**src/rtl/shreg_pkg.sv**
```systemverilog
// Shared types for the shift-register sequencing controller and its next-state slice.
// Op, FSM state and slice-select encodings live here so bench and RTL agree on them.
package shreg_pkg;

  localparam int DEFAULT_WIDTH = 16;
  localparam int DEFAULT_CNT_W = 5;

  typedef enum logic [1:0] {
    OP_NOP   = 2'd0,
    OP_CLEAR = 2'd1,
    OP_LOAD  = 2'd2,
    OP_SHIFT = 2'd3
  } op_e;

  typedef enum logic {
    ST_IDLE  = 1'b0,
    ST_SHIFT = 1'b1
  } state_e;

  typedef enum logic [1:0] {
    SEL_HOLD  = 2'd0,
    SEL_CLEAR = 2'd1,
    SEL_LOAD  = 2'd2,
    SEL_SHIFT = 2'd3
  } sel_e;

endpackage

```
**src/rtl/shreg_seq_ctrl_if.sv**
```systemverilog
// Command channel into the sequencing controller: valid/ready with op, load data and shift count.
// The source drives the master side; the controller consumes on the slave side.
interface shreg_seq_ctrl_if #(
  parameter int WIDTH = 16,
  parameter int CNT_W = 5
);

  logic             cmd_valid;
  logic             cmd_ready;
  logic [1:0]       cmd_op;
  logic [WIDTH-1:0] cmd_data;
  logic [CNT_W-1:0] cmd_cnt;

  modport master (
    output cmd_valid,
    output cmd_op,
    output cmd_data,
    output cmd_cnt,
    input  cmd_ready
  );

  modport slave (
    input  cmd_valid,
    input  cmd_op,
    input  cmd_data,
    input  cmd_cnt,
    output cmd_ready
  );

endinterface

```
**src/rtl/shreg_next.sv**
```systemverilog
// Combinational next-state function of the hold/clear/load/shift register slice.
// Zero latency; no flow control, the select alone decides the next register value.
module shreg_next
  import shreg_pkg::*;
#(
  parameter int WIDTH = DEFAULT_WIDTH
) (
  input  sel_e             sel,
  input  logic [WIDTH-1:0] q,
  input  logic [WIDTH-1:0] cmd_data,
  input  logic             ser_in,
  output logic [WIDTH-1:0] q_next
);

  always_comb begin
    q_next = q;
    case (sel)
      SEL_HOLD:  q_next = q;
      SEL_CLEAR: q_next = '0;
      SEL_LOAD:  q_next = cmd_data;
      SEL_SHIFT: q_next = {q[WIDTH-2:0], ser_in};
      default:   q_next = q;
    endcase
  end

endmodule

```
**src/rtl/shreg_seq_ctrl.sv**
```systemverilog
// Sequencing controller for the shift-register slice: CLEAR/LOAD/NOP finish in one cycle,
// SHIFT-by-N occupies N cycles with cmd_ready low; done (and aborted) pulse for one cycle.
module shreg_seq_ctrl
  import shreg_pkg::*;
#(
  parameter int WIDTH = DEFAULT_WIDTH,
  parameter int CNT_W = DEFAULT_CNT_W
) (
  input  logic             clk,
  input  logic             rst_n,
  shreg_seq_ctrl_if.slave  cmd,
  input  logic             ser_in,
  input  logic             abort,
  output logic [WIDTH-1:0] q,
  output logic [WIDTH-1:0] q_n,
  output logic             ser_out,
  output logic             busy,
  output logic             done,
  output logic             aborted
);

  localparam logic [CNT_W-1:0] CNT_MAX = CNT_W'(WIDTH);
  localparam logic [CNT_W-1:0] CNT_ONE = CNT_W'(1);

  state_e           state_q, state_d;
  logic [CNT_W-1:0] cnt_q, cnt_d;
  logic [WIDTH-1:0] q_q, q_d;
  logic             done_q, done_d;
  logic             aborted_q, aborted_d;

  sel_e             sel;
  op_e              op;
  logic             accept;
  logic [CNT_W-1:0] cnt_sat;

  assign op            = op_e'(cmd.cmd_op);
  assign cmd.cmd_ready = (state_q == ST_IDLE) && rst_n;
  assign accept        = cmd.cmd_valid && cmd.cmd_ready;
  assign cnt_sat       = (cmd.cmd_cnt > CNT_MAX) ? CNT_MAX : cmd.cmd_cnt;

  always_comb begin
    state_d   = state_q;
    cnt_d     = cnt_q;
    sel       = SEL_HOLD;
    done_d    = 1'b0;
    aborted_d = 1'b0;
    case (state_q)
      ST_IDLE: begin
        if (accept) begin
          case (op)
            OP_CLEAR: begin
              sel    = SEL_CLEAR;
              done_d = 1'b1;
            end
            OP_LOAD: begin
              sel    = SEL_LOAD;
              done_d = 1'b1;
            end
            OP_SHIFT: begin
              if (cnt_sat == '0) begin
                done_d = 1'b1;
              end else begin
                state_d = ST_SHIFT;
                cnt_d   = cnt_sat;
              end
            end
            default: done_d = 1'b1;
          endcase
        end
      end
      ST_SHIFT: begin
        // abort wins over the shift due on the same edge
        if (abort) begin
          state_d   = ST_IDLE;
          cnt_d     = '0;
          done_d    = 1'b1;
          aborted_d = 1'b1;
        end else if (cnt_q != '0) begin
          sel   = SEL_SHIFT;
          cnt_d = cnt_q - CNT_ONE;
          if (cnt_q == CNT_ONE) begin
            state_d = ST_IDLE;
            done_d  = 1'b1;
          end
        end else begin
          state_d = ST_IDLE;
          done_d  = 1'b1;
        end
      end
      default: begin
        state_d = ST_IDLE;
        cnt_d   = '0;
      end
    endcase
  end

  shreg_next #(
    .WIDTH(WIDTH)
  ) u_next (
    .sel     (sel),
    .q       (q_q),
    .cmd_data(cmd.cmd_data),
    .ser_in  (ser_in),
    .q_next  (q_d)
  );

  always_ff @(posedge clk or negedge rst_n) begin
    if (!rst_n) begin
      state_q   <= ST_IDLE;
      cnt_q     <= '0;
      q_q       <= '0;
      done_q    <= 1'b0;
      aborted_q <= 1'b0;
    end else begin
      state_q   <= state_d;
      cnt_q     <= cnt_d;
      q_q       <= q_d;
      done_q    <= done_d;
      aborted_q <= aborted_d;
    end
  end

  assign q       = q_q;
  assign q_n     = ~q_q;
  assign ser_out = q_q[WIDTH-1];
  assign busy    = (state_q == ST_SHIFT);
  assign done    = done_q;
  assign aborted = aborted_q;

endmodule
```
**src/flat_wrapper.sv**
```systemverilog
// flat-port wrapper written by rule: the top's interface ports become plain ports
module shreg_seq_ctrl_flat import shreg_pkg::*;
#(
  parameter int WIDTH = DEFAULT_WIDTH,
  parameter int CNT_W = DEFAULT_CNT_W
)
  (clk, rst_n, ser_in, abort, q, q_n, ser_out, busy, done, aborted, cmd_cmd_valid, cmd_cmd_op, cmd_cmd_data, cmd_cmd_cnt, cmd_cmd_ready);
  shreg_seq_ctrl_if #(.WIDTH(WIDTH), .CNT_W(CNT_W)) cmd_i ();
  input  logic clk;
  input  logic rst_n;
  input  logic ser_in;
  input  logic abort;
  output logic [WIDTH-1:0] q;
  output logic [WIDTH-1:0] q_n;
  output logic ser_out;
  output logic busy;
  output logic done;
  output logic aborted;
  input wire logic [$bits(cmd_i.cmd_valid)-1:0] cmd_cmd_valid;
  input wire logic [$bits(cmd_i.cmd_op)-1:0] cmd_cmd_op;
  input wire logic [$bits(cmd_i.cmd_data)-1:0] cmd_cmd_data;
  input wire logic [$bits(cmd_i.cmd_cnt)-1:0] cmd_cmd_cnt;
  output wire logic [$bits(cmd_i.cmd_ready)-1:0] cmd_cmd_ready;
  assign cmd_i.cmd_valid = cmd_cmd_valid;
  assign cmd_i.cmd_op = cmd_cmd_op;
  assign cmd_i.cmd_data = cmd_cmd_data;
  assign cmd_i.cmd_cnt = cmd_cmd_cnt;
  assign cmd_cmd_ready = cmd_i.cmd_ready;
  shreg_seq_ctrl #(.WIDTH(WIDTH), .CNT_W(CNT_W)) u_core (.clk(clk), .rst_n(rst_n), .cmd(cmd_i), .ser_in(ser_in), .abort(abort), .q(q), .q_n(q_n), .ser_out(ser_out), .busy(busy), .done(done), .aborted(aborted));
endmodule
```
**config.mk**
```make
export PLATFORM = sky130hd
export DESIGN_NAME = shreg_seq_ctrl_flat
export DESIGN_NICKNAME = d
export VERILOG_FILES = /design/src/rtl/shreg_pkg.sv /design/src/rtl/shreg_seq_ctrl_if.sv /design/src/rtl/shreg_next.sv /design/src/rtl/shreg_seq_ctrl.sv /design/src/flat_wrapper.sv
export SDC_FILE = /design/constraint.sdc
export NUM_CORES = 1
export LEC_CHECK = 0
export ABC_AREA = 1
export BUFFER_PORTS_ARGS = -buffer_cell sky130_fd_sc_hd__buf_2
export CORE_UTILIZATION = 50
export DETAILED_ROUTE_END_ITERATION = 8
export GPL_TIMING_DRIVEN = 0
export PLACE_DENSITY = 0.84
export REMOVE_ABC_BUFFERS = 1
export SYNTH_ARGS = -nofsm -noshare
export SYNTH_HDL_FRONTEND = slang
export SYNTH_SLANG_ARGS = --single-unit
```
**constraint.sdc**
```tcl
create_clock -name clk -period 3.94 [get_ports clk]
set_clock_uncertainty 0.05 [all_clocks]
set_input_delay 0.591 -clock clk [delete_from_list [all_inputs] [get_ports clk]]
set_output_delay 0.591 -clock clk [all_outputs]
set_load 0.02 [all_outputs]
```
==> results.yml, run 1 <==
cts:
  ctsHoldBuffers: 0
  post_cts_buffers: 0
  cts.reportedPaths.clkPinSlew_ps: 130
  cts_tree: "done"
  clk_path_buf_depth: 2
  numCtsBuffers: 3
  clock_sinks: 24
  cts-root-buf: "clkbuf_4"
  worstSkewPairLatency_ps: 300
  cts_resized: 0
  cts_max_level: 1
setup_path:
  worstPathRequired_ps: 3300
  cp-start-kind: "input port"
  crit_arrival_ps: 1420
  path_max_fanout: 25
  critPathKind: "input port to primary output"
  worst_setup_path_end_kind: "primary output"
place:
  place_area_um2: 1740
  dp.final_hpwl_um: 2410
  gp_congestion: 0.839
  portBuffers: 64
  post-place-cells: 279
timing:
  max-slew-margin-rel_pct: 61.0
  min_period_ps: 2060
  tightest_slew_ps: 585
  fmax_mhz: 486
  rsz0062_at_grt: "false"
  finalMaxSlewViolations: 0
  post-route-period-util_pct: 52.2
  setup_viol: 0
  timing.setup.tns_ps: 0
  hold_viol: 0
global_routing:
  grt_pass1_wl_um: 5380
  grt_max_degree: 26
  overflow: 0
  grt_pass1_vias: 1275
  antenna_found_initial: 0
  grt_usage_pct: 21.3
synth:
  synth_area_um2: 1430
  synth_top_family_by_area: "simple AND/OR/NAND/NOR gates"
  synth.distinct_cells: 19
  synthSimpleGateAreaFrac_pct: 43.4
  synth.mux.area_fraction_pct: 0
  post-synth-top-area-fraction_pct: 42.0
  syn_area_per_cell_um2: 7.49
  ys_ff_latch: 24
  synth_fa_ha_area_share_pct: 2.62
  synth_compound_area_share_pct: 1.40
  postSynthCellCount: 191
  synth_xor_xnor_area_share_pct: 0
  ys_seq_area_share_pct: 42.0
  ys_top_cells_by_area: "dfrtp_1 42%, nand3_1 21%, nand2_1 12%"
  yosys_warnings: 0
  yosysTopAreaCell: "dfrtp_1"
drt:
  drtIter0Drc: 47
  drt_wl_total_um: 3210
  wire_per_inst_um: 11.3
  detail-route-antenna-nets: 0
  drc: 0
  vias: 1480
  vias_per_cell: 5.23
  drt-pass1-iter-count: 5
outcome:
  status: "completed"
cells_and_area:
  layout_common_cells: "64 x buf_2, 60 x nand3_1, 47 x nand2_1, 27 x inv_1, 24 x dfrtp_1"
  stdcell_count: 283
  drive_gt1_share_pct: 31.3
  postLayoutCellArea_um2: 1780
  final_common_cell: "buf_2"
  area_growth_pct: 24.4
  final_nets: 284
  antenna-diode-count: 0
floorplanning:
  core_um2: 2730
  fp-row-count: 19
  fp.dieH_um: 55.5
  die_w_um: 55.5
  ioPinCount: 65
  start_util_pct: 52.3
  dieArea_um2: 3080
power:
  powerDensity_nw_per_um2: 555
  p_leak_nw: 0.991
  peakVddDrop_uv: 369
  p_total_mw: 0.987
flow_run:
  drv_cap: 0
hold_path:
  hold_path.class: "input port to async pin"
==> report_power, final <==
| group | internal, mW | leakage [nW] | switching (mW) |
|---|---|---|---|
| sequential | 0.310 | 0.316 | 0.0706 |
| combinational | 0.164 | 0.654 | 0.315 |
| clock | 0.0563 | 0.0210 | 0.0712 |
| total | 0.530 | 0.991 | 0.457 |
==> cell families after synthesis <==
logic type | count (synthesis)
AND/OR/NAND/NOR | 125
buffers and inverters | 35
flip-flops | 24
AO/OA/AOI/OAI | 4
adder cells (fa/ha/maj) | 3
==> critical path, stage by stage <==
cell,delay (ps)
buf_2,460
nand2_4,130
inv_1,70
buf_2,150
==> sequential cells by signal (all words and copies together), names as in the netlist <==
register        cells
u_core.cnt_q        5
u_core.aborted      1
u_core.done         1
u_core.busy         1
u_core.q           16
==> cells in the mapped netlist, drive strengths merged <==
master,count
ha,3
nand3,62
nor2,11
nand2,51
o21ai,4
dfrtp,24
buf,5
inv,28
clkbuf,2
nand4,1
==> layout make-up <==
| type | instances | area (µm²) |
|---|---|---|
| Fill cell | 241 | 955 |
| Sequential cell | 24 | 601 |
| Multi-Input combinational cell | 132 | 678 |
| Timing Repair Buffer | 64 | 320 |
| Clock buffer | 4 | 36.3 |
| Tap cell | 31 | 38.8 |
| Inverter | 28 | 105 |
==> worst paths after layout <==
check	start	endpoint	slack, ps	depth (start not counted)
worst max register to register	u_core.busy$_DFF_PN0_	u_core.q[15]$_DFFE_PN0P_	2290	5
worst max-delay path	rst_n	cmd_cmd_ready	1880	4
min in group clk	cmd_cmd_data[4]	u_core.q[4]$_DFFE_PN0P_	430	3
worst min register to register	u_core.cnt_q[1]$_DFFE_PN0P_	u_core.cnt_q[1]$_DFFE_PN0P_	510	2
max in group asynchronous	rst_n	u_core.q[13]$_DFFE_PN0P_	3240	1
worst min-delay path	rst_n	u_core.q[4]$_DFFE_PN0P_	210	1
==> stage by stage <==
| step | utilization (%) | setup WS, ps | hold WS [ps] |
|---|---|---|---|
| 6_report | 65.1 | 1880 | 213 |
| 3_5_place_dp | 63.8 | 1840 | 478 |
| 3_3_place_gp | 63.8 | 1850 | 477 |
| 2_1_floorplan | - | 2450 | 245 |
| 5_1_grt | 65.1 | 1760 | 228 |
| 4_1_cts | 65.1 | 1840 | 231 |
==> metal layers <==
metal,GRT usage (%),wire [µm],up-vias,share of wire (%)
met4,5.00,15,0,0.47
li1,-,-,735,-
met1,28.1,1450,691,45
met5,0,0,-,0
met2,37.3,1600,52,50
met3,2.34,147,2,4.6
Note: power is estimated with default switching activity, not from simulation.
==> run 2: changes to the inputs <==
- CORE_UTILIZATION: 50 -> 42
- PLACE_DENSITY: 0.84 -> 0.76
- clock period: 3.94 -> 1.65 ns (I/O delays scaled with it)
==> run 2 against run 1 <==
Sequential cell count unchanged. Global-route usage decreased by 1.6 points. Sequential share of layout area decreased by 2.0 points. Clock power increased to 3.4 times the previous value. Sequential power increased by 140%. Cell count increased by 6.4%. Design area increased by 6.3%. Critical path type is now flip-flop to primary output. Largest power group unchanged. Non-clock buffer count increased by 4. Critical path depth unchanged. Count of clock-buffer cells in the layout decreased by 1.
==> results.yml, run 2 (synthesis gave the netlist of run 1 again) <==
floorplanning:
  dieArea_um2: 3640
  start_util_pct: 45.4
  ioPinCount: 65
  die_w_um: 60.4
  fp.dieH_um: 60.4
  fp-row-count: 20
  core_um2: 3150
cts:
  cts_max_level: 1
  cts-root-buf: "clkbuf_4"
  clk_path_buf_depth: 2
  numCtsBuffers: 3
  clock_sinks: 24
  worstSkewPairLatency_ps: 330
  cts_tree: "done"
  cts.reportedPaths.clkPinSlew_ps: 140
timing:
  hold_viol: 0
  post-route-period-util_pct: 92.6
  max-slew-margin-rel_pct: 27.3
  tightest_slew_ps: 1090
  min_period_ps: 1530
  rsz0062_at_grt: "false"
  fmax_mhz: 655
  setup_viol: 0
  finalMaxSlewViolations: 0
power:
  power_switching_mw: 1.15
  clkPwrFrac_pct: 16.5
  pwr-share-comb_pct: 49.2
  seqPwrFrac_pct: 34.3
  powerDensity_nw_per_um2: 1390
  power_switching_share_pct: 43.9
  peakVddDrop_uv: 639
  intPower_mw: 1.47
  p_leak_nw: 1.03
setup_path:
  path_max_fanout: 6
  critPathKind: "flip-flop to primary output"
  worstPathRequired_ps: 1350
  cp-start-kind: "flip-flop"
  worst_setup_path_end_kind: "primary output"
  crit_arrival_ps: 1230
outcome:
  status: "completed"
place:
  dp.final_hpwl_um: 2380
  post-place-cells: 292
  gp_congestion: 0.812
  portBuffers: 64
drt:
  detail-route-antenna-nets: 0
  vias: 1477
  drtIter0Drc: 42
  wire_per_inst_um: 11.5
  drt-pass1-iter-count: 4
  drc: 0
  vias_per_cell: 4.91
  drt_wl_total_um: 3450
cells_and_area:
  area_growth_pct: 32.3
  antenna-diode-count: 0
  final_nets: 289
  final_util_pct: 60.0
  layout_common_cells: "64 x buf_2, 60 x nand3_1, 46 x nand2_1, 27 x inv_1, 24 x dfrtp_1"
  largest_reg_flops: 16
  stdcell_count: 301
  final_common_cell: "buf_2"
  drive_gt1_share_pct: 32.7
global_routing:
  grt_max_degree: 25
  overflow: 0
  grt_pass1_vias: 1256
  grt_usage_pct: 19.6
  antenna_found_initial: 0
  grt_pass1_wl_um: 5390
hold_path:
  hold_path.class: "input port to flip-flop"
flow_run:
  drv_cap: 0
## run 2: critical path, cell delays in order, from the launching register on
cell	delay (ps)
dfrtp_1	470
inv_2	160
nand2_4	90
inv_1	50
buf_2	150
## run 2: worst paths after layout
check / endpoint / slack (ps) / cells past startpoint / from
setup / recovery: cmd_cmd_ready / 120 / 4 / u_core.busy$_DFF_PN0_
hold / removal: u_core.q[12]$_DFFE_PN0P_ / 60 / 3 / cmd_cmd_data[12]
setup reg to reg: u_core.cnt_q[3]$_DFFE_PN0P_ / 140 / 7 / u_core.cnt_q[0]$_DFFE_PN0P_
hold reg to reg: u_core.cnt_q[4]$_DFFE_PN0P_ / 520 / 2 / u_core.cnt_q[4]$_DFFE_PN0P_
max in group asynchronous: u_core.cnt_q[3]$_DFFE_PN0P_ / 220 / 2 / rst_n
min in group asynchronous: u_core.cnt_q[4]$_DFFE_PN0P_ / 670 / 2 / rst_n
## run 2: metrics by stage
step                      worst slack, ps  power [mW]  cell area, µm²  setup TNS [ps]  hold WS, ps
after global placement              -74.7        2.04            1760            -945          230
after floorplan                       170        1.69            1380               0        -98.1
final                                 122        2.62            1890               0         60.5
after CTS                            48.2        2.51            1830               0         64.3
after detailed placement            -96.0        2.07            1760           -1180          233
after global routing                 23.9        2.81            1890               0         51.2
## run 2: final cells by class
| class | count | area (µm²) |
|---|---|---|
| fillers | 303 | 1260 |
| flip-flops and latches | 24 | 601 |
| inverters | 28 | 105 |
| repair buffers | 68 | 378 |
| clock inverters | 1 | 30.0 |
| multi-input cells | 133 | 701 |
| well taps | 44 | 55.1 |
| clock buffers | 3 | 22.5 |
## run 2: metal layers
metal | up-vias | routed length, µm | global-route usage, %
met5 | - | 0 | 0
met4 | 0 | 49 | 8.31
met3 | 4 | 249 | 2.35
met2 | 59 | 1650 | 34.5
met1 | 665 | 1500 | 24.2
li1 | 749 | - | -
## run 2: power groups by stage
stage               sequential, mW  combinational (mW)  clock [mW]
detailed placement           0.911                1.16           0
floorplan                     1.03               0.657           0
finish                       0.900                1.29       0.432
global route                 0.926                1.42       0.463
global placement             0.908                1.14           0
CTS                          0.899                1.18       0.439
## run 2: what timing repair did
| item | in CTS | in global routing |
|---|---|---|
| buffers inserted | 0 | 3 |
| setup endpoints to repair | 16 | 18 |
| pin swaps | 0 | 2 |
| endpoints found under the hold margin | 24 | 0 |
| gates cloned | 0 | 1 |
| hold buffers | 1 | 0 |
| resized for setup | 1 | 2 |
